===== config.mk =====
export PLATFORM = sky130hd
export DESIGN_NAME = reg_file_gen2
export DESIGN_NICKNAME = d
export VERILOG_FILES = /design/src/rtl/reg_file_pkg.sv /design/src/rtl/reg_file_scrub.sv /design/src/rtl/reg_file_gen2.sv
export SDC_FILE = /design/constraint.sdc
export NUM_CORES = 1
export LEC_CHECK = 0
export CORE_MARGIN = 2
export CORE_UTILIZATION = 45
export DETAILED_ROUTE_END_ITERATION = 12
export MAX_ROUTING_LAYER = met4
export PLACE_DENSITY = 0.69
export REMOVE_ABC_BUFFERS = 1
export SYNTH_ARGS = -nofsm -noshare
export SYNTH_HDL_FRONTEND = slang
export SYNTH_SLANG_ARGS = --single-unit

===== constraint.sdc =====
create_clock -name clk -period 9.5 [get_ports clk]
set_clock_uncertainty 0.05 [all_clocks]
set_input_delay 1.425 -clock clk [delete_from_list [all_inputs] [get_ports clk]]
set_output_delay 1.425 -clock clk [all_outputs]
set_load 0.005 [all_outputs]

===== src/rtl/reg_file_pkg.sv =====
// Shared constants and types for the second-generation register bank.
package reg_file_pkg;

   // Architectural register indices
   localparam int unsigned PC_IDX  = 0;
   localparam int unsigned SP_IDX  = 1;
   localparam int unsigned SR_IDX  = 2;
   localparam int unsigned CG2_IDX = 3;

   // Flag bit positions inside SR
   localparam int unsigned C_BIT = 0;
   localparam int unsigned Z_BIT = 1;
   localparam int unsigned N_BIT = 2;
   localparam int unsigned V_BIT = 8;

   typedef enum logic [0:0] {
      SCRUB,
      RUN
   } state_e;

endpackage


===== src/rtl/reg_file_scrub.sv =====
// Post-reset scrub sequencer: walks every register index once, then enables the bank.
module reg_file_scrub
   import reg_file_pkg::*;
#(
   parameter int unsigned ADDR_W = 4
) (
   input  logic              clk,
   input  logic              rst,
   output logic              clr_en,
   output logic [ADDR_W-1:0] clr_idx,
   output logic              ready
);

   state_e            state_q, state_d;
   logic [ADDR_W-1:0] cnt_q, cnt_d;

   // State and scrub counter registers
   always_ff @(posedge clk) begin
      if (rst) begin
         state_q <= SCRUB;
         cnt_q   <= '0;
      end else begin
         state_q <= state_d;
         cnt_q   <= cnt_d;
      end
   end

   // Next state: advance the counter while scrubbing, leave after the last index
   always_comb begin
      state_d = state_q;
      cnt_d   = cnt_q;
      clr_en  = 1'b0;
      ready   = 1'b0;
      unique case (state_q)
         SCRUB: begin
            clr_en = 1'b1;
            cnt_d  = cnt_q + 1'b1;
            if (cnt_q == {ADDR_W{1'b1}}) begin
               state_d = RUN;
            end
         end
         RUN: begin
            ready = 1'b1;
         end
         default: begin
            state_d = SCRUB;
         end
      endcase
   end

   assign clr_idx = cnt_q;

endmodule


===== src/rtl/reg_file_gen2.sv =====
// CPU register bank: two registered read ports with write-first bypass, general write
// port, PC load/increment path and SR flag merge, gated by a post-reset scrub.
module reg_file_gen2
   import reg_file_pkg::*;
#(
   parameter int unsigned DATA_W  = 16,
   parameter int unsigned ADDR_W  = 4,
   parameter int unsigned PC_STEP = 2
) (
   input  logic              clk,
   input  logic              rst,
   input  logic [ADDR_W-1:0] src_reg,
   input  logic [ADDR_W-1:0] dst_reg,
   input  logic              rd_en,
   output logic [DATA_W-1:0] a,
   output logic [DATA_W-1:0] b,
   output logic [DATA_W-1:0] pc_out,
   input  logic              wr_en,
   input  logic [ADDR_W-1:0] wr_reg,
   input  logic [DATA_W-1:0] wr_data,
   input  logic              pc_ld,
   input  logic [DATA_W-1:0] pc_ld_data,
   input  logic              pc_inc,
   input  logic              sr_wr_en,
   input  logic [3:0]        sr_flags,
   output logic              ready
);

   localparam int unsigned NUM_REGS = 2 ** ADDR_W;

   localparam logic [ADDR_W-1:0] PC_A  = ADDR_W'(PC_IDX);
   localparam logic [ADDR_W-1:0] SR_A  = ADDR_W'(SR_IDX);
   localparam logic [ADDR_W-1:0] CG2_A = ADDR_W'(CG2_IDX);

   logic [DATA_W-1:0] regs_q [NUM_REGS];
   logic [DATA_W-1:0] regs_d [NUM_REGS];
   logic [DATA_W-1:0] pc_nxt;
   logic [DATA_W-1:0] a_q, a_d;
   logic [DATA_W-1:0] b_q, b_d;
   logic              clr_en;
   logic [ADDR_W-1:0] clr_idx;
   logic              run;

   reg_file_scrub #(
      .ADDR_W (ADDR_W)
   ) u_scrub (
      .clk     (clk),
      .rst     (rst),
      .clr_en  (clr_en),
      .clr_idx (clr_idx),
      .ready   (run)
   );

   // Next value of every register; merges general write, PC path and SR flag path
   always_comb begin
      regs_d = regs_q;
      pc_nxt = regs_q[PC_A];
      if (clr_en) begin
         regs_d[clr_idx] = '0;
      end else if (run) begin
         if (wr_en) begin
            regs_d[wr_reg] = wr_data;
         end
         if (wr_en && (wr_reg == PC_A)) begin
            pc_nxt = wr_data;
         end else if (pc_ld) begin
            pc_nxt = pc_ld_data;
         end else if (pc_inc) begin
            pc_nxt = regs_q[PC_A] + DATA_W'(PC_STEP);
         end
         // PC is always halfword aligned
         regs_d[PC_A] = {pc_nxt[DATA_W-1:1], 1'b0};
         if (!(wr_en && (wr_reg == SR_A)) && sr_wr_en) begin
            regs_d[SR_A][C_BIT] = sr_flags[0];
            regs_d[SR_A][Z_BIT] = sr_flags[1];
            regs_d[SR_A][N_BIT] = sr_flags[2];
            regs_d[SR_A][V_BIT] = sr_flags[3];
         end
         // CG2 is a constant-zero source; writes are discarded
         regs_d[CG2_A] = '0;
      end
   end

   // Read ports capture the post-update value so a same-cycle write is visible
   always_comb begin
      a_d = a_q;
      b_d = b_q;
      if (run && rd_en) begin
         a_d = regs_d[src_reg];
         b_d = regs_d[dst_reg];
      end
   end

   // Array and read-port registers; only PC needs a reset value, the rest is scrubbed
   always_ff @(posedge clk) begin
      if (rst) begin
         a_q          <= '0;
         b_q          <= '0;
         regs_q[PC_A] <= '0;
      end else begin
         a_q    <= a_d;
         b_q    <= b_d;
         regs_q <= regs_d;
      end
   end

   assign a      = a_q;
   assign b      = b_q;
   assign pc_out = regs_q[PC_A];
   assign ready  = run;

endmodule


# After elaboration in Yosys (flattened, before gate mapping)
# Index checks and enable logic that the tools add are counted.
# W data, S select, Z words.
[classes]
n_addsub = 2
n_lt_le_gt_ge = 6
eq_ne = 2
mux = 22
bitwise_logic = 6
n_reduce_logical = 8
[ops]
columns = ["op", "count"]
rows = [
  ["$mux W256", 2],
  ["$and A256 B256 Y256", 1],
  ["$bwmux W256", 1],
  ["$not A256 Y256", 1],
  ["$mux W240", 1],
  ["$mux W16", 9],
  ["$bmux W16 S4", 2],
  ["$demux W16 S4", 2],
  ["$ge A5 B5 Y1 const B", 4],
  ["$not A4 Y5", 4],
  ["$add A16 B2 Y16 const B", 1],
  ["$lt A5 B1 Y1 const B", 2],
  ["$logic_and A1 B1 Y1", 6],
  ["$add A4 B1 Y4 const B", 1],
  ["$eq A4 B2 Y1 const B", 1],
  ["$eq A4 B4 Y1 const B", 1],
  ["$logic_not A4 Y1", 1],
  ["$mux W1", 4],
  ["$mux W3", 1],
  ["$logic_not A1 Y1", 1],
]
[word_totals]
register_bits = 293
input_bits = 55
out_inout_bits = 49
word_cells = 66

# Depth between registers and ports, before layout
[logic_depth]
depth_word = 13
mapped_depth = 12
ltp_nobuf = 10

# Cells and area by module
# A second synthesis with hierarchy kept.
[unflattened]
cells_unflattened = 2193
hier_area_um2 = 20400.8
[modules_own_cells]
columns = ["mod", "n_inst", "cells_per_inst", "area_each_um2", "seq_area_each_um2"]
rows = [
  ["reg_file_gen2", 1, 2174, 20208.1, 8167.8],
  ["reg_file_scrub", 1, 19, 192.7, 100.1],
]

# Worst setup path after synthesis
# No wires, ideal clock.
[synth_timing]
kind = "input port to flip-flop"
from = "in rst"
to = "reg a_q[12], in the netlist a[12]"
setup_ps = 104
arrival_ps = 9293
required_ps = 9346
path_slack_ps = 53
stages = 5
n_path_buf = 2
cell_sequence = "clkbuf_1 inv_1 clkbuf_1 o21ai_0 a31oi_1"
[synth_rtl]
columns = ["element", "line_no", "text"]
rows = [
  ["start: declaration", "reg_file_gen2.sv:11", "input logic rst,"],
  ["end signal: assignment", "reg_file_gen2.sv:97", "a_q <= '0;"],
  ["end signal: assignment", "reg_file_gen2.sv:101", "a_q <= a_d;"],
  ["end: declaration", "reg_file_gen2.sv:38", "logic [DATA_W-1:0] a_q, a_d;"],
]

==> summary.md <==
| Metric | Value |
|---|---|
| Die span in x | 215 um |
| EDFF count, synth | 239 |
| Final instance area | 22500 sq um |
| Max-slew violation count | 0 |
| Worst Hold Class | register to register |
| CP Capture Type | register |
| Req. time, crit path | 9.84 ns |
| Total track usage | 38.7% |
| Cell Rows | 77 |
| WS Path Type | input port to register |
| Dpl cells | 2732 |
| I/O Pins | 104 |
| R2r setup slk | 5.50 ns |
| Average size of a mapped cell | 9.20 sq um |
| Fillers | 4035 |
| Mapped Area | 20100 sq um |
| Final Hold Fails | 0 |
| Final setup vio count | 0 |
| Pwr Density | 152 nW/um^2 |
| Port bufs | 102 |
| Initial antenna violation count | 3 |
| R2r endpoint | a[9] |
| Share of the synthesized area in the top cell type | 35.7% |
| Share of cells above drive strength 1 | 10.2% |
| Unrepaired setup endpoints after global routing | no |
| First-pass GRT wire length | 129000 um |
| Nets | 2237 |
| CP startpoint kind | input port |
| Clk buf depth | 3 |
| Hold slack final | 0.507 ns |
| DRT iter0 DRCs | 4282 |
| Antenna viol nets, final | 0 |
| Dominant synthesized flop cell | edfxtp_1 |
| Tmin final | 5.19 ns |
| Fmax | 193 MHz |
| Vias | 20600 |
| H-tree depth | 2 |
| Starting Density | 45.5% |
| Status | finished, final reports clean |
| Syn-to-layout area delta | 12.0% |
| Max-Cap Viols | 0 |
| Pwr Total | 3.42 mW |
| Top cells by area, synth | edfxtp_1 (36%), nand2_1 (5.4%), dfxtp_1 (5.3%) |
| Synth warn | 0 |
| Overflow after GRT | 0 |
| Area leader, netlist | edfxtp_1 |
| RePlAce Congestion | 1.01 |
| Detail-routed via count per cell | 7.35 |
| Commonest non-fill, non-tap cell in the layout | nand2_1 |
| Sink Count | 292 |
| Synth unique cells | 101 |
| Final WL | 89600 um |
| Final Non-Filler Cells | 2799 |
| DR pass1 iterations | 7 |
| Path depth of the worst reg2reg path | 8 |
| Post CTS Setup Buffer Count | 0 |
| DP Wirelength | 57300 um |
| Cts bufs inserted | 35 |
| Die Y | 215 um |
| Worst-path clk slew | 0.06 ns |
| Largest net degree at the start of global routing | 155 |
| Post-synthesis register bit count | 292 |
| Dpl cell area | 21400 sq um |
| Vias in the first global route | 19100 |
| Root Driver | clkbuf_16 |
| Reg2Reg Launch Point | u_scrub.state_q |
| Hold_buf cts | 0 |
| Period utilization | 54.6% |
| DR WL/cell | 32.0 um |
| Mapped Cells | 2183 |
| Post-cts resize count | 0 |
| VDD IR max | 0.106 mV |
| Leak | 8.06 nW |
| Clk_lat worst skew | 0.57 ns |
| Core ar. | 44100 sq um |
| Setup crit end | a[12] |
| CP Launch Point | wr_reg[2] |
| DRC viols | 0 |
| TritonCTS clock tree | done |
| Post-synthesis sequential area ratio | 41.0% |
| Setup_tns | 0 ns |
| Most frequent cells in the layout | nand2_1 (288), edfxtp_1 (239), nor2_1 (134) |
| Worst-path fanout max | 55 |
| Slew HR | 22.5% |
| Crit path DAT | 5.53 ns |
| Full die area | 46300 sq um |
| Async SR Flop Fraction | 0% |
| Slew @ Worst Pin | 1.16 ns |
-- state kept, by name (all words and copies together), names as in the netlist --
register / cells
regs_q: 239
a: 16
b: 16
pc_out: 16
u_scrub.clr_idx: 4
u_scrub.state_q: 1
-- where the power goes --
part	leakage [nW]	switching, mW	internal (mW)
Sequential	2.78	0.0373	1.47
Clock	0.544	0.587	0.788
Combinational	4.74	0.365	0.170
Total	8.06	0.989	2.43
-- stage by stage --
stage | utilization (%) | setup slack [ns]
2_1_floorplan | - | 1.66
3_3_place_gp | 48.4 | 4.12
3_5_place_dp | 48.4 | 4.01
4_1_cts | 51.0 | 4.58
5_1_grt | 51.0 | 4.31
6_report | 51.0 | 4.31
-- how the worst min path moves through the flow --
stage	start	end	cells past startpoint
floorplan	pc_out[0]	pc_out[0]	2
global placement	a[9]	a[9]	2
detailed placement	pc_out[0]	pc_out[0]	2
CTS	pc_out[0]	pc_out[0]	2
global route	pc_out[0]	pc_out[0]	2
finish	b[6]	b[6]	2
-- layout make-up --
| class | count | area [sq um] | share of cell area (%) |
|---|---|---|---|
| Multi-Input combinational cell | 1563 | 10400 | 46.4 |
| Sequential cell | 292 | 8240 | 36.6 |
| Timing Repair Buffer | 172 | 1530 | 6.79 |
| Clock buffer | 48 | 997 | 4.43 |
| Tap cell | 592 | 741 | 3.29 |
| Inverter | 113 | 432 | 1.92 |
| Clock inverter | 15 | 118 | 0.523 |
| Antenna cell | 4 | 10.0 | 0.0445 |
-- layer usage --
| metal | up-vias | global-route usage [%] | part of all wire, % |
|---|---|---|---|
| li1 | 8411 | - | - |
| met1 | 9821 | 49.4 | 36 |
| met2 | 1933 | 54.1 | 41 |
| met3 | 418 | 12.6 | 16 |
| met4 | 0 | 21.3 | 6.7 |
| met5 | - | - | 0 |
-- worst max-delay path, cell delays in order --
cell and delay [ns]:
clkdlybuf4s50_1 0.73, and3b_2 0.26, buf_4 0.66, nand2_2 0.39, mux2i_1 0.27, o21ai_1 0.13, mux4_2 0.50, a2111oi_1 0.94
a31oi_1 0.20
-- cell families (layout without fill, tap and decap cells) --
kind of cell | Yosys count | in the layout | synth area share (%)
DFF | 292 | 292 | 41.0
other | 0 | 4 | 0
muxes | 116 | 116 | 7.71
xor gates and xnor gates | 10 | 10 | 0.436
AOI/OAI and AO/OA | 732 | 732 | 26.4
and+or+nand+nor | 700 | 700 | 16.9
buffers and inverters | 328 | 348 | 7.23
adders and majority gates | 5 | 5 | 0.311
-- cell usage after synthesis, types with 31 or more instances --
| cell | n |
|---|---|
| a31oi_1 | 31 |
| nor3_1 | 40 |
| a22oi_1 | 47 |
| edfxtp_1 | 239 |
| buf_2 | 69 |
| and2_1 | 32 |
| a211oi_1 | 32 |
| o22ai_1 | 48 |
| clkbuf_1 | 100 |
| nand2_1 | 288 |
| mux2i_1 | 67 |
| nor2_1 | 136 |
| o21ai_0 | 100 |
| a221o_1 | 57 |
| a21oi_1 | 120 |
| nand3_1 | 51 |
| o211ai_1 | 56 |
| dfxtp_1 | 53 |
| a221oi_1 | 42 |
| inv_1 | 107 |
Note: power is estimated with default switching activity, not from simulation.
